<file path="config.mk">
export PLATFORM = sky130hd
export DESIGN_NAME = lock_code_fsm
export DESIGN_NICKNAME = d
export VERILOG_FILES = /design/src/rtl/lock_code_fsm.sv
export SDC_FILE = /design/constraint.sdc
export NUM_CORES = 1
export LEC_CHECK = 0
export BUFFER_PORTS_ARGS = -buffer_cell sky130_fd_sc_hd__buf_2
export CAP_MARGIN = 30
export CORE_UTILIZATION = 65
export DETAILED_ROUTE_END_ITERATION = 16
export PLACE_DENSITY_LB_ADDON = 0.3
export SYNTH_ARGS = -nofsm -noshare
export SYNTH_HDL_FRONTEND = slang
export SYNTH_SLANG_ARGS = --single-unit
</file>
<file path="constraint.sdc">
create_clock -name clock -period 3.55 [get_ports clock]
set_input_delay 0.5325 -clock clock [delete_from_list [all_inputs] [get_ports clock]]
set_output_delay 0.5325 -clock clock [all_outputs]
set_load 0.01 [all_outputs]
</file>
<file path="src/rtl/lock_code_fsm.sv">
// Code-entry FSM for the digital lock: checks buttonEdge digit presses against PASSCODE.
// Optional lockout after repeated failures is compiled in with `define LOCK_LOCKOUT_EN.
module lock_code_fsm #(
    parameter int                         CODE_LENGTH    = 4,
    parameter logic [2*CODE_LENGTH-1:0]   PASSCODE       = 8'hE4,
    parameter logic [23:0]                UNLOCK_CYCLES  = 24'd5_000_000,
    parameter logic [23:0]                ERROR_CYCLES   = 24'd2_500_000,
    parameter logic [23:0]                TIMEOUT_CYCLES = 24'd10_000_000,
    parameter int                         MAX_FAILS      = 3,
    parameter logic [23:0]                LOCKOUT_CYCLES = 24'd15_000_000
) (
    input  logic       clock,
    input  logic       reset,
    input  logic [3:0] buttonEdge,
    output logic       locked,
    output logic       unlocked,
    output logic       error,
    output logic       lockedOut,
    output logic [3:0] digitCount
);

    typedef enum logic [1:0] {
        ST_ENTRY    = 2'd0,
        ST_UNLOCKED = 2'd1,
        ST_ERROR    = 2'd2,
        ST_LOCKOUT  = 2'd3
    } state_t;

    localparam logic [3:0] LAST_DIGIT = 4'(CODE_LENGTH - 1);

    state_t      state_reg, state_next;
    logic [23:0] timer_reg, timer_next;
    logic [3:0]  digit_count_reg, digit_count_next;
    logic        mismatch_reg, mismatch_next;
    logic        locked_reg, locked_next;
    logic        unlocked_reg, unlocked_next;
    logic        error_reg, error_next;

    // Unpack the passcode into a 16-entry table so any 4-bit digit count indexes it safely.
    logic [1:0] code_digit [16];

    genvar gi;
    generate
        for (gi = 0; gi < 16; gi++) begin : g_code
            if (gi < CODE_LENGTH) begin : g_used
                assign code_digit[gi] = PASSCODE[2*gi +: 2];
            end else begin : g_pad
                assign code_digit[gi] = 2'b00;
            end
        end
    endgenerate

    logic       press;
    logic       single_press;
    logic [1:0] press_idx;
    logic       digit_ok;
    logic       last_digit;

    assign press        = |buttonEdge;
    assign single_press = press && ((buttonEdge & (buttonEdge - 4'd1)) == 4'd0);
    assign last_digit   = (digit_count_reg == LAST_DIGIT);

    always_comb begin
        press_idx = 2'd0;
        case (buttonEdge)
            4'b0010: press_idx = 2'd1;
            4'b0100: press_idx = 2'd2;
            4'b1000: press_idx = 2'd3;
            default: press_idx = 2'd0;
        endcase
    end

    // A multi-bit press still consumes a digit slot but can never match.
    assign digit_ok = single_press && (press_idx == code_digit[digit_count_reg]);

`ifdef LOCK_LOCKOUT_EN
    localparam logic [7:0] FAIL_MAX = 8'(MAX_FAILS);
    logic [7:0] fail_count_reg, fail_count_next;
    logic       lockedout_reg, lockedout_next;
`else
    if (MAX_FAILS < 0 && LOCKOUT_CYCLES == 24'd0) begin : g_lockout_params_ignored
    end
`endif

    // State register
    always_ff @(posedge clock) begin
        if (reset) begin
            state_reg       <= ST_ENTRY;
            timer_reg       <= 24'd0;
            digit_count_reg <= 4'd0;
            mismatch_reg    <= 1'b0;
            locked_reg      <= 1'b1;
            unlocked_reg    <= 1'b0;
            error_reg       <= 1'b0;
`ifdef LOCK_LOCKOUT_EN
            fail_count_reg  <= 8'd0;
            lockedout_reg   <= 1'b0;
`endif
        end else begin
            state_reg       <= state_next;
            timer_reg       <= timer_next;
            digit_count_reg <= digit_count_next;
            mismatch_reg    <= mismatch_next;
            locked_reg      <= locked_next;
            unlocked_reg    <= unlocked_next;
            error_reg       <= error_next;
`ifdef LOCK_LOCKOUT_EN
            fail_count_reg  <= fail_count_next;
            lockedout_reg   <= lockedout_next;
`endif
        end
    end

    // Next-state logic
    always_comb begin
        state_next       = state_reg;
        timer_next       = timer_reg;
        digit_count_next = digit_count_reg;
        mismatch_next    = mismatch_reg;
`ifdef LOCK_LOCKOUT_EN
        fail_count_next  = fail_count_reg;
`endif
        case (state_reg)
            ST_ENTRY: begin
                if (press) begin
                    if (last_digit) begin
                        digit_count_next = 4'd0;
                        mismatch_next    = 1'b0;
                        if (mismatch_reg || !digit_ok) begin
                            state_next = ST_ERROR;
                            timer_next = ERROR_CYCLES - 24'd1;
`ifdef LOCK_LOCKOUT_EN
                            if (fail_count_reg < FAIL_MAX)
                                fail_count_next = fail_count_reg + 8'd1;
`endif
                        end else begin
                            state_next = ST_UNLOCKED;
                            timer_next = UNLOCK_CYCLES - 24'd1;
`ifdef LOCK_LOCKOUT_EN
                            fail_count_next = 8'd0;
`endif
                        end
                    end else begin
                        digit_count_next = digit_count_reg + 4'd1;
                        mismatch_next    = mismatch_reg | ~digit_ok;
                        timer_next       = TIMEOUT_CYCLES - 24'd1;
                    end
                end else if (digit_count_reg != 4'd0) begin
                    // Idle timer only runs while a partial entry is pending.
                    if (timer_reg == 24'd0) begin
                        digit_count_next = 4'd0;
                        mismatch_next    = 1'b0;
                    end else begin
                        timer_next = timer_reg - 24'd1;
                    end
                end
            end
            ST_UNLOCKED: begin
                if (press || timer_reg == 24'd0) begin
                    state_next = ST_ENTRY;
                    timer_next = TIMEOUT_CYCLES - 24'd1;
                end else begin
                    timer_next = timer_reg - 24'd1;
                end
            end
            ST_ERROR: begin
                if (timer_reg == 24'd0) begin
`ifdef LOCK_LOCKOUT_EN
                    if (fail_count_reg == FAIL_MAX) begin
                        state_next = ST_LOCKOUT;
                        timer_next = LOCKOUT_CYCLES - 24'd1;
                    end else begin
                        state_next = ST_ENTRY;
                        timer_next = TIMEOUT_CYCLES - 24'd1;
                    end
`else
                    state_next = ST_ENTRY;
                    timer_next = TIMEOUT_CYCLES - 24'd1;
`endif
                end else begin
                    timer_next = timer_reg - 24'd1;
                end
            end
`ifdef LOCK_LOCKOUT_EN
            ST_LOCKOUT: begin
                if (timer_reg == 24'd0) begin
                    state_next      = ST_ENTRY;
                    timer_next      = TIMEOUT_CYCLES - 24'd1;
                    fail_count_next = 8'd0;
                end else begin
                    timer_next = timer_reg - 24'd1;
                end
            end
`endif
            default: begin
                state_next       = ST_ENTRY;
                digit_count_next = 4'd0;
                mismatch_next    = 1'b0;
            end
        endcase
    end

    // Output logic: decoded from the next state so the outputs land in registers.
    always_comb begin
        locked_next   = (state_next != ST_UNLOCKED);
        unlocked_next = (state_next == ST_UNLOCKED);
        error_next    = (state_next == ST_ERROR);
`ifdef LOCK_LOCKOUT_EN
        lockedout_next = (state_next == ST_LOCKOUT);
`endif
    end

    assign locked     = locked_reg;
    assign unlocked   = unlocked_reg;
    assign error      = error_reg;
    assign digitCount = digit_count_reg;
`ifdef LOCK_LOCKOUT_EN
    assign lockedOut  = lockedout_reg;
`else
    assign lockedOut  = 1'b0;
`endif

endmodule
</file>
**Yosys cells after proc, flatten, opt, wreduce, memory -nomap -nowiden**

Memories as Yosys holds them, arrays and structs flattened.
Index checks and enable logic that the tools add are counted.
Widths: inputs -> output; s select.

- Memories: 1
- Register bits after elaboration: 34
- ROM bits: 32

- Mux-type cells: 27
- Equal/unequal tests: 13
- Add/sub/neg operators: 3
- $lt $le $gt $ge: 1
- Reduce and logical (&&, ||, !) cells: 14
- Bitwise logic cells: 5

Memory list:

| memory | depth | bits a word | rd ports | clocked after memory_dff | write ports | RTL line | source |
|---|---|---|---|---|---|---|---|
| (no name shown) | 16 | 2 | 1 | 0 | 0 | 74 | `assign digit_ok = single_press && (press_idx == code_digit[digit_count_reg]);` |

Operators by type and width:

| operator | count |
|---|---|
| $mux 24 | 6 |
| $pmux 24 s3 | 1 |
| $logic_not 24->1 | 1 |
| $sub 24x1->24 const B | 1 |
| $mux 23 | 1 |
| $mux 4 | 4 |
| $mux 2 | 7 |
| $pmux 2 s3 | 2 |
| $ne 3x3->1 const B | 3 |
| $eq 4x2->1 const B | 2 |
| $pmux 4 s2 | 1 |
| $reduce_and 3->1 | 2 |
| $ge 5x5->1 const B | 1 |
| $not 4->5 | 1 |
| $add 4x1->4 const B | 1 |
| $and 4x4->4 | 1 |
| $eq 2x1->1 const B | 2 |
| $eq 2x2->1 const B | 2 |
| $eq 4x3->1 const B | 1 |
| $eq 4x4->1 const B | 1 |
| $logic_not 4->1 | 1 |
| $mux 1 | 4 |
| $reduce_bool 4->1 | 1 |
| $reduce_or 4->1 | 1 |
| other kinds (12) | 15 |

**Longest topological paths before layout**

- Word-level depth: 13
- Mapped depth: 10
- Depth with buffers taken out: 8

**Worst setup path after synthesis**

OpenSTA, ideal clock, no wires.

- Path kind: input-to-reg
- Start point: input port buttonEdge[1]
- End point: register timer_reg[20]
- Data required time: 3.416 ns
- Arrival time: 2.076 ns
- Buffers on the path: 2
- Stages: 7
- Setup time: 0.134 ns
- Path slack: 1.340 ns
- Cell sequence: buf_4 or4_1 buf_2 a31oi_1 nor2b_1 o31ai_1 a21oi_1

- Cells in the longest elaborated chain, start to end: 4
- Elaborated cells on any way between the ends: 8

RTL lines:

| item | RTL line | source |
|---|---|---|
| from (decl) | 14 | `input logic [3:0] buttonEdge,` |
| $reduce_or 4->1 * | 59 | `assign press = \|buttonEdge;` |
| $logic_or 1x1->1 | 159 | `if (press \|\| timer_reg == 24'd0) begin` |
| $mux 24 | 159 |  |
| $pmux 24 s3 | 123 | `case (state_reg)` |
| to (signal assigned) | 101 | `timer_reg <= timer_next;` |
| to (decl) | 32 | `logic [23:0] timer_reg, timer_next;` |

Every way passes the cells marked *; elsewhere a longest branch is shown, timed or not.
A chain may end at the register's enable or synchronous reset.

**Worst setup path in the final report**

- Start point: register state_reg[0]
- End point: register timer_reg[10]

- Cells in the longest elaborated chain, start to end: 3
- Elaborated cells on any way between the ends: 8

RTL lines:

| item | RTL line | source |
|---|---|---|
| from (decl) | 31 | `state_t state_reg, state_next;` |
| from (signal assigned) | 100 | `state_reg <= state_next;` |
| $eq 2x2->1, or another cell as far along | 123 |  |
| $reduce_bool 3->1 (no line) or $ne 3x3->1 (tied branches) | - |  |
| $reduce_and 3->1 (no line) | - |  |

Several ways; a longest one is shown, not always the timed one.

==> summary.md <==
| Metric | Value |
|---|---|
| Final antenna diode count | 0 |
| TritonCTS sink count | 34 |
| Post-CTS Setup Bufs | 0 |
| Top post-synthesis cells by count | dfxtp_1 (34), nand2_1 (32), a21oi_1 (30), nor2_1 (27), o21ai_0 (21) |
| Post-route insts no fill | 382 |
| Most repeated cell in the gate-level netlist after synthesis | dfxtp_1 |
| CTS root buf | clkbuf_8 |
| Unrepaired setup endpoints after global routing | false |
| Achievable Freq | around 370 MHz |
| Total I/O pin count | 14 |
| Worst hold path class | flop to flop |
| Clock network fraction of total power | 17.2% |
| Number of instances in the synthesized netlist | 330 |
| Number of resized instances in the post-cts repair step | 0 |
| Largest net degree at the start of global routing | 26 |
| Flip-flop cell with the highest count after synthesis | dfxtp_1 |
| CP required | approximately 3.8 ns |
| Max FFs per register | 24 |
| Comb power frac | around 48% |
| Cells after DPL | around 370 |
| Max-slew violations | 0 |
| Area growth from synthesis to layout | 6.25% |
| Internal power | 0.950 mW |
| Maximum number of buffers from clock root to sink | 2 |
| Antenna violations before repair | 0 |
| Worst-case clock skew | 0.0113 ns |
| Total Neg Setup Slack | 0 ns |
| Measured slew at the worst slew-check pin | 0.746 ns |
| Fraction of power spent switching nets | 45.1% |
| First-pass GRT wire length | 11600 um |
| # Max-Cap Violations | 0 |
| Period Utilization, post-route | 75.4% |
| Peak supply drop | 0.000387 V |
| Synthesis-stage register bit count | 34 |
| Outcome | finished, final reports clean |
| Post-detailed-route wirelength per cell | roughly 18 um |
| Via count of the routed design | around 2.7k |
| Share of cells above drive strength 1 | about an eighth |
| Most area-hungry cell type in the Yosys netlist | dfxtp_1 |
| Detailed-route vias per instance | 6.98 |
| CTS Hold Buffers Added | 0 |
| Final hold violation count | 0 |
| HPWL after detailed placement | 4780 um |
| Full die area | 4200 um^2 |
| Die height | 64.8 um |
| FP Rows | 22 |
| Clock transition at path regs | 0.08 ns |
| Number of levels the H-tree was split into | 2 |
| Number of warnings issued by yosys | 0 |
| CP Max Fanout | 16 |
| Final critical delay including setup and external delays | 2.68 ns |
| Avg Synthesized Cell Area | 7.77 um^2 |
| Net Sw Power | 0.781 mW |
| Initial Utilization | between 60% and 70% |
| Number of enable-type register cells in the synthesized netlist | 0 |
| GP Congestion | 0.966 |
| Inserted Clock Buffers | 5 |
| Number of distinct library cell variants in the gate-level netlist after synthesis | 70 |
| Count of port buffers added during placement | 12 |
| Area of the core | 3720 um^2 |
| Worst Setup Slack post-DPL | 0.874 ns |
| Grt total ovfl | 0 |
| Worst setup path class | flop to flop |
| Number of nets in the synthesized netlist | 343 |
| Power per cell area | 635 nW/um^2 |
| Worst slew slack as a fraction of its limit | 49.9% |
| Launching element type of the critical path | flop |
| Number of routed nets with antenna violations | 0 |
| Die Width | 64.8 um |
| Static leakage power | 0.989 nW |
| Vias in the first global route | 2412 |
| Share of synthesized area occupied by flip-flops and latches | 26.5% |
| Filler Cells Inserted | 295 |
| Element type at the critical path end | flop |
| Sequential share of power | about a third |
| Detailed router's first-iteration violation count | around 380 |
| Top cells by area, synth | dfxtp_1 (27%), a21oi_1 (5.9%), nand2_1 (4.7%) |
| Number of design rule violations left after detail routing | 0 |
| Count of endpoints failing setup in the final report | 0 |
| Post-synthesis instance area | 2560 um^2 |
| GRT Util Overall | a little over a third |
| Detailed Routing Iterations Pass 1 | 6 |
| Final Routed Wirelength | 6940 um |
| Arrival time at the worst endpoint | 2.91 ns |
| Clock Latency Late Sink | approximately 0.29 ns |
| FFs w/ async S/R, synth | 0% |
| Clock tree from TritonCTS | done |
| Area fraction of the dominant cell type after synthesis | about a quarter |
| NumNets Final | 346 |
| Final WS setup | slightly below 0.9 ns |
-- worst max-delay path, stage by stage, from the launching register on --
cell     delay [ns]
dfxtp_1        0.33
inv_1          0.11
ha_1           0.44
nor2_1         0.13
a41oi_1        0.44
o31a_1         0.66
nand2_1        0.18
nor3_1         0.20
a31o_2         0.14
-- cells by family (layout without fill, tap and decap cells) --
group                      Yosys count  after routing  share of synthesized area [%]
buffers and inverters               31             35                           6.10
AOI/OAI and AO/OA                  119            119                           31.3
and+or+nand+nor                    127            127                           28.6
other                                1              1                          0.146
muxes                                1              1                          0.439
adders and majority gates            7              7                           3.42
DFF                                 34             34                           26.5
xor gates and xnor gates            10             10                           3.42
-- cell type report --
class	count	area (um^2)	area share (%)
Multi-Input combinational cell	265	1740	63.9
Timing Repair Buffer	16	110	4.04
Clock inverter	1	5.00	0.184
Sequential cell	34	681	25.0
Inverter	11	41.3	1.52
Clock buffer	7	86.3	3.17
Tap cell	48	60.1	2.20
-- placed cells by master, fill, tap and decap left out, drive strengths merged, types with 8 or more instances in the layout --
cell,Yosys,routed
a21oi,33,33
nand3,8,8
o21ai,25,25
or3,8,8
a31oi,11,11
buf,10,16
nand2,32,32
nor3,15,15
nor2,27,27
dfxtp,34,34
inv,11,11
-- per-stage QoR --
stage | total power [mW] | utilization, % | instance area (um^2) | hold slack, ns
2_1_floorplan | 1.21 | - | 2560 | 0.432
3_3_place_gp | 1.36 | 70.1 | 2610 | 0.452
3_5_place_dp | 1.40 | 70.8 | 2630 | 0.456
4_1_cts | 1.70 | 73.3 | 2720 | 0.473
5_1_grt | 1.85 | 73.3 | 2720 | 0.521
6_report | 1.73 | 73.3 | 2720 | 0.472
-- per-layer routing --
layer / track usage [%] / up-vias / share of wire (%)
met5: 0 / - / 0
li1: - / 1245 / -
met4: 12.8 / 0 / 3.0
met1: 49.1 / 1223 / 42
met3: 8.63 / 28 / 11
met2: 55.2 / 169 / 44
-- worst paths after layout --
check                           slack (ns)                         end                 startpoint  cells after the start
worst max-delay path                  0.87  timer_reg[10]$_SDFFE_PP0P_    state_reg[0]$_SDFF_PP0_                      8
worst min-delay path                  0.47   mismatch_reg$_SDFFE_PP0P_  mismatch_reg$_SDFFE_PP0P_                      2
worst max register to register        0.87  timer_reg[10]$_SDFFE_PP0P_    state_reg[0]$_SDFF_PP0_                      8
worst min register to register        0.47   mismatch_reg$_SDFFE_PP0P_  mismatch_reg$_SDFFE_PP0P_                      2
-- power by group through the flow --
stage	Combinational, mW	Sequential, mW	Clock (mW)
after floorplan	0.618	0.588	0
after global routing	0.909	0.620	0.317
after detailed placement	0.795	0.608	0
after global placement	0.757	0.603	0
final	0.828	0.606	0.297
after CTS	0.802	0.602	0.299
No activity file was read; power rests on OpenSTA's default activity.
